==> src/rtl/uart_rx_ctrl_if.sv <==
// CPU register bus of uart_rx_ctrl: one-cycle rd/wr strobes, combinational rdata, level irq.
interface uart_rx_ctrl_if;
    logic        rd;
    logic        wr;
    logic [1:0]  addr;
    logic [31:0] wdata;
    logic [31:0] rdata;
    logic        irq;

    modport master (output rd, wr, addr, wdata, input rdata, irq);
    modport slave  (input rd, wr, addr, wdata, output rdata, irq);
endinterface

==> src/rtl/uart_rx_ctrl.sv <==
// UART receive controller: byte capture FSM, RX FIFO, CPU registers and level irq.
// Optional idle-timeout flag is built only when RX_TIMEOUT_EN is defined.
module uart_rx_ctrl #(
    parameter int unsigned DEPTH_LOG2     = 3,
    parameter logic [15:0] TIMEOUT_CYCLES = 16'd50000
) (
    input  logic                sysclk,
    input  logic                reset,
    input  logic                rx_status,
    input  logic [7:0]          rx_data,
    uart_rx_ctrl_if.slave       bus,
    output logic [DEPTH_LOG2:0] fifo_count,
    output logic                cap_state
);
    localparam int unsigned DEPTH = 1 << DEPTH_LOG2;
    localparam logic [DEPTH_LOG2:0]   CNT_ONE  = 1;
    localparam logic [DEPTH_LOG2:0]   CNT_FULL = (DEPTH_LOG2 + 1)'(DEPTH);
    localparam logic [DEPTH_LOG2-1:0] PTR_ONE  = 1;

    typedef enum logic {IDLE = 1'b0, HOLD = 1'b1} cap_state_e;
    cap_state_e state, state_nxt;

    logic [7:0]            mem [DEPTH];
    logic [DEPTH_LOG2-1:0] rptr, wptr;
    logic [DEPTH_LOG2:0]   count;
    logic [3:0]            ctrl;
    logic                  ovf, tmo, irq_q;
    logic                  not_empty, full;
    logic                  push_req, push_ok, pop, flush, ovf_set, ovf_clr;
    logic                  unused_wdata;

    // Handshake: rd/wr are single-cycle qualifiers with no ready; rdata is valid whenever
    // addr is stable, and rd only adds the pop side effect at the closing clock edge.
    always_comb begin
        state_nxt = state;
        push_req  = 1'b0;
        case (state)
            IDLE: if (rx_status) begin
                state_nxt = HOLD;
                push_req  = ctrl[0];
            end
            HOLD: if (!rx_status) state_nxt = IDLE;
            default: state_nxt = IDLE;
        endcase
    end

    assign not_empty    = (count != '0);
    assign full         = (count == CNT_FULL);
    assign pop          = bus.rd && (bus.addr == 2'd0) && not_empty;
    assign flush        = bus.wr && (bus.addr == 2'd2) && bus.wdata[4];
    // A pop in the same edge frees the slot, so a full FIFO still accepts the byte.
    assign push_ok      = push_req && !flush && (!full || pop);
    assign ovf_set      = push_req && !flush && full && !pop;
    assign ovf_clr      = bus.wr && (bus.addr == 2'd1) && bus.wdata[2];
    assign unused_wdata = ^bus.wdata[31:5];

`ifdef RX_TIMEOUT_EN
    localparam logic TMO_IMPL = 1'b1;
    logic [15:0] idle_cnt;
    logic        idle_clr, tmo_set, tmo_clr;

    assign idle_clr = push_ok || pop || flush || !not_empty;
    assign tmo_set  = !idle_clr && (idle_cnt == TIMEOUT_CYCLES - 16'd1);
    assign tmo_clr  = bus.wr && (bus.addr == 2'd1) && bus.wdata[3];

    // Counter saturates, so tmo sets only once per idle stretch.
    always_ff @(posedge sysclk or negedge reset) begin
        if (!reset) begin
            idle_cnt <= '0;
            tmo      <= 1'b0;
        end else begin
            if (idle_clr)                        idle_cnt <= '0;
            else if (idle_cnt != TIMEOUT_CYCLES) idle_cnt <= idle_cnt + 16'd1;
            if (tmo_set)      tmo <= 1'b1;
            else if (tmo_clr) tmo <= 1'b0;
        end
    end
`else
    localparam logic TMO_IMPL = 1'b0;
    logic unused_tmo_cfg;
    assign unused_tmo_cfg = ^TIMEOUT_CYCLES;
    assign tmo = 1'b0;
`endif

    always_ff @(posedge sysclk or negedge reset) begin
        if (!reset) begin
            state <= IDLE;
            rptr  <= '0;
            wptr  <= '0;
            count <= '0;
            ovf   <= 1'b0;
            ctrl  <= '0;
            irq_q <= 1'b0;
        end else begin
            state <= state_nxt;
            if (flush) begin
                rptr  <= '0;
                wptr  <= '0;
                count <= '0;
            end else begin
                if (push_ok) wptr <= wptr + PTR_ONE;
                if (pop)     rptr <= rptr + PTR_ONE;
                if (push_ok && !pop)      count <= count + CNT_ONE;
                else if (pop && !push_ok) count <= count - CNT_ONE;
            end
            if (ovf_set)      ovf <= 1'b1;
            else if (ovf_clr) ovf <= 1'b0;
            if (bus.wr && (bus.addr == 2'd2))
                ctrl <= {bus.wdata[3] & TMO_IMPL, bus.wdata[2:0]};
            irq_q <= (ctrl[1] & not_empty) | (ctrl[2] & ovf) | (ctrl[3] & tmo);
        end
    end

    always_ff @(posedge sysclk) begin
        if (push_ok) mem[wptr] <= rx_data;
    end

    always_comb begin
        bus.rdata = '0;
        case (bus.addr)
            2'd0: if (not_empty) bus.rdata[8:0] = {1'b1, mem[rptr]};
            2'd1: begin
                bus.rdata[0]                = not_empty;
                bus.rdata[1]                = full;
                bus.rdata[2]                = ovf;
                bus.rdata[3]                = tmo;
                bus.rdata[DEPTH_LOG2+8:8]   = count;
            end
            2'd2: bus.rdata[3:0] = ctrl;
            default: bus.rdata = '0;
        endcase
    end

    assign bus.irq    = irq_q;
    assign fifo_count = count;
    assign cap_state  = state;
endmodule
==> src/flat_wrapper.sv <==
// flat-port wrapper written by rule: the top's interface ports become plain ports
module uart_rx_ctrl_flat 
#(
    parameter int unsigned DEPTH_LOG2     = 3,
    parameter logic [15:0] TIMEOUT_CYCLES = 16'd50000
)
  (sysclk, reset, rx_status, rx_data, fifo_count, cap_state, bus_rd, bus_wr, bus_addr, bus_wdata, bus_rdata, bus_irq);
  uart_rx_ctrl_if bus_i ();
  input  logic sysclk;
  input  logic reset;
  input  logic rx_status;
  input  logic [7:0] rx_data;
  output logic [DEPTH_LOG2:0] fifo_count;
  output logic cap_state;
  input wire logic [$bits(bus_i.rd)-1:0] bus_rd;
  input wire logic [$bits(bus_i.wr)-1:0] bus_wr;
  input wire logic [$bits(bus_i.addr)-1:0] bus_addr;
  input wire logic [$bits(bus_i.wdata)-1:0] bus_wdata;
  output wire logic [$bits(bus_i.rdata)-1:0] bus_rdata;
  output wire logic [$bits(bus_i.irq)-1:0] bus_irq;
  assign bus_i.rd = bus_rd;
  assign bus_i.wr = bus_wr;
  assign bus_i.addr = bus_addr;
  assign bus_i.wdata = bus_wdata;
  assign bus_rdata = bus_i.rdata;
  assign bus_irq = bus_i.irq;
  uart_rx_ctrl #(.DEPTH_LOG2(DEPTH_LOG2), .TIMEOUT_CYCLES(TIMEOUT_CYCLES)) u_core (.sysclk(sysclk), .reset(reset), .rx_status(rx_status), .rx_data(rx_data), .bus(bus_i), .fifo_count(fifo_count), .cap_state(cap_state));
endmodule
==> config.mk <==
export PLATFORM = sky130hd
export DESIGN_NAME = uart_rx_ctrl_flat
export DESIGN_NICKNAME = d
export VERILOG_FILES = /design/src/rtl/uart_rx_ctrl_if.sv /design/src/rtl/uart_rx_ctrl.sv /design/src/flat_wrapper.sv
export SDC_FILE = /design/constraint.sdc
export NUM_CORES = 1
export LEC_CHECK = 0
export CORE_MARGIN = 2
export CORE_UTILIZATION = 50
export DETAILED_ROUTE_END_ITERATION = 10
export PLACE_DENSITY = 0.88
export SYNTH_ARGS = -nofsm -noshare
export SYNTH_HDL_FRONTEND = slang
export SYNTH_SLANG_ARGS = --single-unit
==> constraint.sdc <==
create_clock -name sysclk -period 3.5 [get_ports sysclk]
set_input_delay 0.525 -clock sysclk [delete_from_list [all_inputs] [get_ports sysclk]]
set_output_delay 0.525 -clock sysclk [all_outputs]
set_load 0.05 [all_outputs]
==> results.json, run 1 <==
{
  "drtAntennaViolNets": 0,
  "unique_cell_type_count_in_the_yosys_netlist": 48,
  "period_share": 0.899,
  "cts_setup_buffers": 0,
  "post_synth_inst_count": 225,
  "synth_flop_cell": "sky130_fd_sc_hd__edfxtp_1",
  "leakage_nw": 1.54,
  "cp-start-kind": "register",
  "wire_per_inst_um": 17.3,
  "syn2layout_area_growth_pct": 17.9,
  "timing.hold.worst.class": "reg -> reg",
  "fp.dieH_um": 89.1,
  "wirelength_um": 6660,
  "drt-vias-per-instance": 5.25,
  "initial_core_utilization": 0.507,
  "numPortBuffers": 36,
  "clk_root_buffer_cell": "sky130_fd_sc_hd__clkbuf_8",
  "setup.worst_path.class": "reg -> reg",
  "floorplan.die.width_um": 89.1,
  "final.min_clock_period_ns": 3.15,
  "grt_antenna_before_repair": 0,
  "timing.fmax_mhz": 318,
  "drive_gt1_frac": 0.248,
  "fillCellCount": 527,
  "timing.final.ws_setup_ns": 0.354,
  "fin_worst_hold_slack_ns": 0.543,
  "gp_congestion": 0.766,
  "finalClockSkew_ns": 0.00745,
  "io-pin-count": 85,
  "cts_num_sinks": 80,
  "via_count": 2021,
  "grt_setup_unrepaired": "no",
  "netlist.area_leader.share": 0.531,
  "clk_transition_reported_paths_ns": 0.08,
  "drc_errors": 0,
  "final_core_util": 0.598,
  "synth_top_area_cell": "sky130_fd_sc_hd__edfxtp_1",
  "hold_violations": 0,
  "dp_worst_setup_slack_ns": 0.129,
  "setup_total_negative_slack_ns": 0,
  "grt_pass1_vias": 1963,
  "insertion_delay_ns": 0.34,
  "max_cap_viol_count": 0,
  "ctsResizeCount": 0,
  "top_layer_used": "met4",
  "critical_path.endpoint_type": "register",
  "relSlewSlack": 0.507,
  "fp.coreArea_um2": 7140,
  "netlist_area_um2": 3620,
  "synth-edff-count": 64,
  "hpwl_after_dpl_um": 4530,
  "async_reset_ff_frac": 0.200,
  "drt_pass1_iterations": 4,
  "grt_pass1_wl_um": 10300,
  "grt_start_max_net_pins": 17,
  "worst-slew-pin-transition_ns": 0.738,
  "yosysWarnings": 0,
  "layoutNonFillerInstCount": 385,
  "placement_rows": 31,
  "power.density_nw_per_um2": 686,
  "placed_area_um2": 4100,
  "postSynthAreaPerCell_um2": 16.1,
  "placedCellCount": 369,
  "diodes": 0,
  "final-max-slew-violation-count": 0,
  "final_area_um2": 4270,
  "post-layout-total-power_mw": 2.93,
  "yosys_register_bits": 80,
  "detail_route.wirelength.met1_um": 2920,
  "status": "complete, no violations",
  "htreeDepth": 3,
  "critPathRequiredTime_ns": 3.74,
  "critical_path.max_fanout": 7,
  "initialDrtViolationCount": 175,
  "overflow": 0,
  "vdd.ir_drop.worst_uv": 251,
  "cts_max_path_buffers": 2,
  "cp.arrival_ns": 3.38,
  "wl_met2_um": 3390,
  "net_count_of_the_finished_layout": 334,
  "ys_top_cells_by_area": "sky130_fd_sc_hd__edfxtp_1 53%, sky130_fd_sc_hd__dfrtp_1 11%, sky130_fd_sc_hd__mux4_2 10%",
  "wl_met3_um": 263,
  "grt.total_usage": 0.180,
  "synth-seq-area-share": 0.642,
  "hold_buffers": 0,
  "tritoncts": "yes",
  "dieArea_um2": 7940,
  "number_of_buffers_created_by_cts": 9,
  "setup-violations-final": 0
}
==> cells in the mapped netlist (all sizes together), types with 3 or more instances <==
library cell	instances
a21oi	3
inv	7
o21ai	3
edfxtp	64
xor2	4
nand2	3
buf	24
mux2i	11
ha	5
nor3	5
dfrtp	16
nor2b	3
mux4	16
clkbuf	4
mux2	4
nor2	24
==> layer usage <==
metal | GRT usage | vias to the layer above
met5 | 0 | -
met4 | 0.0868 | 0
met3 | 0.0286 | 5
met2 | 0.291 | 69
met1 | 0.240 | 1025
li1 | - | 922
==> path summary, 6_finish.rpt <==
check / from / end / slack (ns) / depth (start not counted)
max reg2reg: u_core.fifo_count[1] / u_core.fifo_count[3] / 0.35 / 11
min in group asynchronous: reset / u_core.cap_state / 0.61 / 1
min reg2reg: u_core.ctrl[2] / u_core.bus.irq / 0.54 / 1
max: u_core.fifo_count[1] / u_core.fifo_count[3] / 0.35 / 11
max in group asynchronous: reset / u_core.wptr[1] / 2.42 / 1
min: u_core.ctrl[2] / u_core.bus.irq / 0.54 / 1
==> critical path, stage by stage (launching register included) <==
cell	delay, ns
sky130_fd_sc_hd__dfrtp_1	0.46
sky130_fd_sc_hd__or4b_4	0.60
sky130_fd_sc_hd__o21ai_4	0.22
sky130_fd_sc_hd__or2_4	0.18
sky130_fd_sc_hd__inv_1	0.05
sky130_fd_sc_hd__ha_1	0.22
sky130_fd_sc_hd__inv_1	0.12
sky130_fd_sc_hd__ha_1	0.28
sky130_fd_sc_hd__a21oi_1	0.23
sky130_fd_sc_hd__a211oi_1	0.12
sky130_fd_sc_hd__a31oi_1	0.19
sky130_fd_sc_hd__mux2_2	0.35
==> cell type report <==
cell class                 count  area, µm²  share of cell area
sequential                    80       2320               0.544
clock buffer                  10        128              0.0299
clock inverter                 6       43.8              0.0103
timing repair buffer          54        478               0.112
multi-input combinational    129       1150               0.269
tap                           99        124              0.0290
inverter                       7       26.3             0.00616
==> cell usage in the layout, fill, tap and decap left out, types with 2 or more instances in the layout <==
cell / count
sky130_fd_sc_hd__nor3_1: 5
sky130_fd_sc_hd__conb_1: 20
sky130_fd_sc_hd__nor2b_1: 3
sky130_fd_sc_hd__and2_1: 2
sky130_fd_sc_hd__nor2_1: 22
sky130_fd_sc_hd__a21oi_1: 3
sky130_fd_sc_hd__buf_4: 25
sky130_fd_sc_hd__mux2_2: 4
sky130_fd_sc_hd__xor2_1: 4
sky130_fd_sc_hd__edfxtp_1: 64
sky130_fd_sc_hd__nand2_1: 3
sky130_fd_sc_hd__dfrtp_1: 16
sky130_fd_sc_hd__inv_1: 6
sky130_fd_sc_hd__mux2i_1: 11
sky130_fd_sc_hd__clkbuf_8: 9
sky130_fd_sc_hd__ha_1: 5
sky130_fd_sc_hd__nand3_1: 2
sky130_fd_sc_hd__inv_6: 2
sky130_fd_sc_hd__clkdlybuf4s50_1: 29
sky130_fd_sc_hd__a211oi_1: 2
sky130_fd_sc_hd__nand2b_1: 2
sky130_fd_sc_hd__mux4_2: 16
sky130_fd_sc_hd__clkinvlp_4: 3
==> flip-flops by register name, summed over array words and instances, names as in the netlist <==
signal / flops
u_core.ctrl: 3
u_core.fifo_count: 4
u_core.rptr: 3
u_core.ovf: 1
u_core.cap_state: 1
u_core.mem: 64
u_core.bus.irq: 1
u_core.wptr: 3
==> report_power, final <==
group | internal [mW] | switching [mW] | total, mW
logic | 0.471 | 0.630 | 1.10
clock network | 0.260 | 0.329 | 0.589
registers | 1.12 | 0.119 | 1.24
==> cells by family (layout without fill, tap and decap cells) <==
family          Yosys count  in the layout  synth area share
flops                    80             80             0.642
buf+inv                  35             77            0.0615
xor+xnor                  5              5            0.0121
other cells               1             20           0.00104
fa+ha+maj                 6              6            0.0228
compound gates           15             15            0.0318
mux                      31             31             0.142
simple gates             52             52            0.0868
Note: power is estimated with default switching activity, not from simulation.
==> run 2: changes to the inputs <==
--- a/config.mk
+++ b/config.mk
@@ -5,6 +5,7 @@
 export SDC_FILE = /design/constraint.sdc
 export NUM_CORES = 1
 export LEC_CHECK = 0
+export CORE_ASPECT_RATIO = 1.1
 export CORE_MARGIN = 2
 export CORE_UTILIZATION = 50
 export DETAILED_ROUTE_END_ITERATION = 10
==> run 2 against run 1 <==
Effect of this change:
- wire length grew 0.39%
- fmax fell by 1.1%
- design area hardly changed
- die area hardly changed
- first-iteration DRC count fell by 43%
- register-to-register slack gained 0.096 ns
- global-route usage is 0.17 points higher
- via count grew 2.9%
- sequential power is 4% higher
- clock skew grew 0.0016 ns
- critical path depth fell by 5
- critical path type is now in -> out
- highest routed layer unchanged
==> results.json, run 2 (synthesis results as in run 1) <==
{
  "period_share": 0.909,
  "status": "complete, no violations",
  "critPathRequiredTime_ns": 2.97,
  "initialDrtViolationCount": 100,
  "wire_per_inst_um": 18.1,
  "hpwl_after_dpl_um": 4700,
  "net_count_of_the_finished_layout": 333,
  "finalClockSkew_ns": 0.00906,
  "worst_path_largest_cell_delay_ns": 0.81,
  "wirelength_um": 6680,
  "most_common_cell_after_layout_fill_and_taps_aside": "sky130_fd_sc_hd__edfxtp_1",
  "cts_num_sinks": 80,
  "holdPathStages": 1,
  "mostFrequentLayoutCells": "64 x sky130_fd_sc_hd__edfxtp_1, 28 x sky130_fd_sc_hd__clkdlybuf4s50_1, 25 x sky130_fd_sc_hd__buf_4",
  "syn2layout_area_growth_pct": 18.0,
  "fin_worst_hold_slack_ns": 0.547,
  "largest_register_ff_count": 64,
  "grt_start_max_net_pins": 17,
  "grt_pass1_wl_um": 10600,
  "power.density_nw_per_um2": 700,
  "number_of_buffers_created_by_cts": 9,
  "fp.dieH_um": 93.2,
  "hold_buffers": 0,
  "drt-vias-per-instance": 5.62,
  "crit_path_frequent_cell": "sky130_fd_sc_hd__clkdlybuf4s50_1",
  "final.min_clock_period_ns": 3.18,
  "insertion_delay_ns": 0.35,
  "layoutNonFillerInstCount": 370,
  "diodes": 0,
  "critical_path.endpoint_type": "output port",
  "placedCellCount": 354,
  "initial_core_utilization": 0.517,
  "crit_path_top_delay_cell": "sky130_fd_sc_hd__clkdlybuf4s50_1",
  "grt_setup_unrepaired": "no",
  "setup-violations-final": 0,
  "setup_total_negative_slack_ns": 0,
  "drtAntennaViolNets": 0,
  "timing.fmax_mhz": 314,
  "io-pin-count": 85,
  "vdd.ir_drop.worst_uv": 425,
  "clk_transition_reported_paths_ns": 0.09,
  "critical_path_buf_inv_count": 4,
  "drt_pass1_iterations": 4,
  "ctsResizeCount": 0,
  "numPortBuffers": 36,
  "regMostFlops": "u_core.mem",
  "grt_antenna_before_repair": 0,
  "via_count": 2080,
  "relSlewSlack": 0.520,
  "timing.hold.worst.class": "reg -> reg",
  "fp.coreArea_um2": 7010,
  "hold_violations": 0,
  "critPathTopFamily": "buffers and inverters",
  "crit_chain": "clkdlybuf4s50_1 -> buf_4 -> nor2b_1 -> inv_1 -> nor2_1 -> clkdlybuf4s50_1",
  "htreeDepth": 3,
  "clk_root_buffer_cell": "sky130_fd_sc_hd__clkbuf_8",
  "r2r-start": "u_core.fifo_count[1]",
  "worstHoldStart": "u_core.ctrl[1]",
  "critical_path.max_fanout": 6,
  "rr_endpoint": "u_core.fifo_count[3]",
  "dieArea_um2": 7940,
  "drive_gt1_frac": 0.256,
  "drc_errors": 0,
  "rrSetupSlack_ns": 0.45,
  "placement_rows": 32,
  "cts_setup_buffers": 0,
  "cts_max_path_buffers": 2,
  "setup.worst_path.class": "in -> out",
  "final_core_util": 0.609,
  "fillCellCount": 508,
  "max_cap_viol_count": 0,
  "floorplan.die.width_um": 85.1,
  "r2r_cells": 11,
  "final-max-slew-violation-count": 0,
  "overflow": 0,
  "grt_pass1_vias": 2113,
  "tritoncts": "yes",
  "worst-slew-pin-transition_ns": 0.718,
  "timing.hold.worst_endpoint": "u_core.bus.irq",
  "cp.arrival_ns": 2.66,
  "cp-start-kind": "input port",
  "grt.total_usage": 0.182,
  "leakage_nw": 1.56,
  "post-layout-total-power_mw": 2.99,
  "gp_congestion": 0.833
}
-- run 2: report_power, final --
part	leakage [nW]	switching, mW	internal (mW)
Sequential	0.777	0.169	1.12
Combinational	0.684	0.565	0.454
Clock	0.101	0.346	0.337
-- run 2: area by class of cell --
cell class                      instances  area, µm²  share of cell area
Sequential cell                        80       2320               0.544
Multi-Input combinational cell        129       1150               0.268
Clock inverter                          7       77.6              0.0182
Tap cell                               85        106              0.0249
Clock buffer                            9        124              0.0290
Timing Repair Buffer                   53        468               0.110
Inverter                                7       26.3             0.00615
-- run 2: routing by layer --
| metal | track usage | wire, µm | share of wire |
|---|---|---|---|
| met3 | 0.0521 | 453 | 0.068 |
| met1 | 0.216 | 2590 | 0.39 |
| met2 | 0.309 | 3500 | 0.52 |
| met5 | 0 | 0 | 0 |
| met4 | 0.0767 | 136 | 0.020 |
-- run 2: how the worst max path moves through the flow --
stage,start,end,slack (ns),cells after the start
6_report,bus_addr[0],bus_rdata[9],0.32,6
5_1_grt,bus_addr[0],bus_rdata[9],0.20,6
4_1_cts,bus_addr[0],bus_rdata[9],0.33,6
3_5_place_dp,bus_rd,u_core.fifo_count[3],0.22,12
3_3_place_gp,bus_rd,u_core.fifo_count[3],0.27,12
2_1_floorplan,u_core.fifo_count[1],u_core.fifo_count[3],0.44,11
-- run 2: through the flow --
stage          setup WS [ns]  instance area, µm²
3_3_place_gp           0.271                4070
6_report               0.319                4270
2_1_floorplan          0.437                3690
5_1_grt                0.204                4270
4_1_cts                0.327                4270
3_5_place_dp           0.216                4070
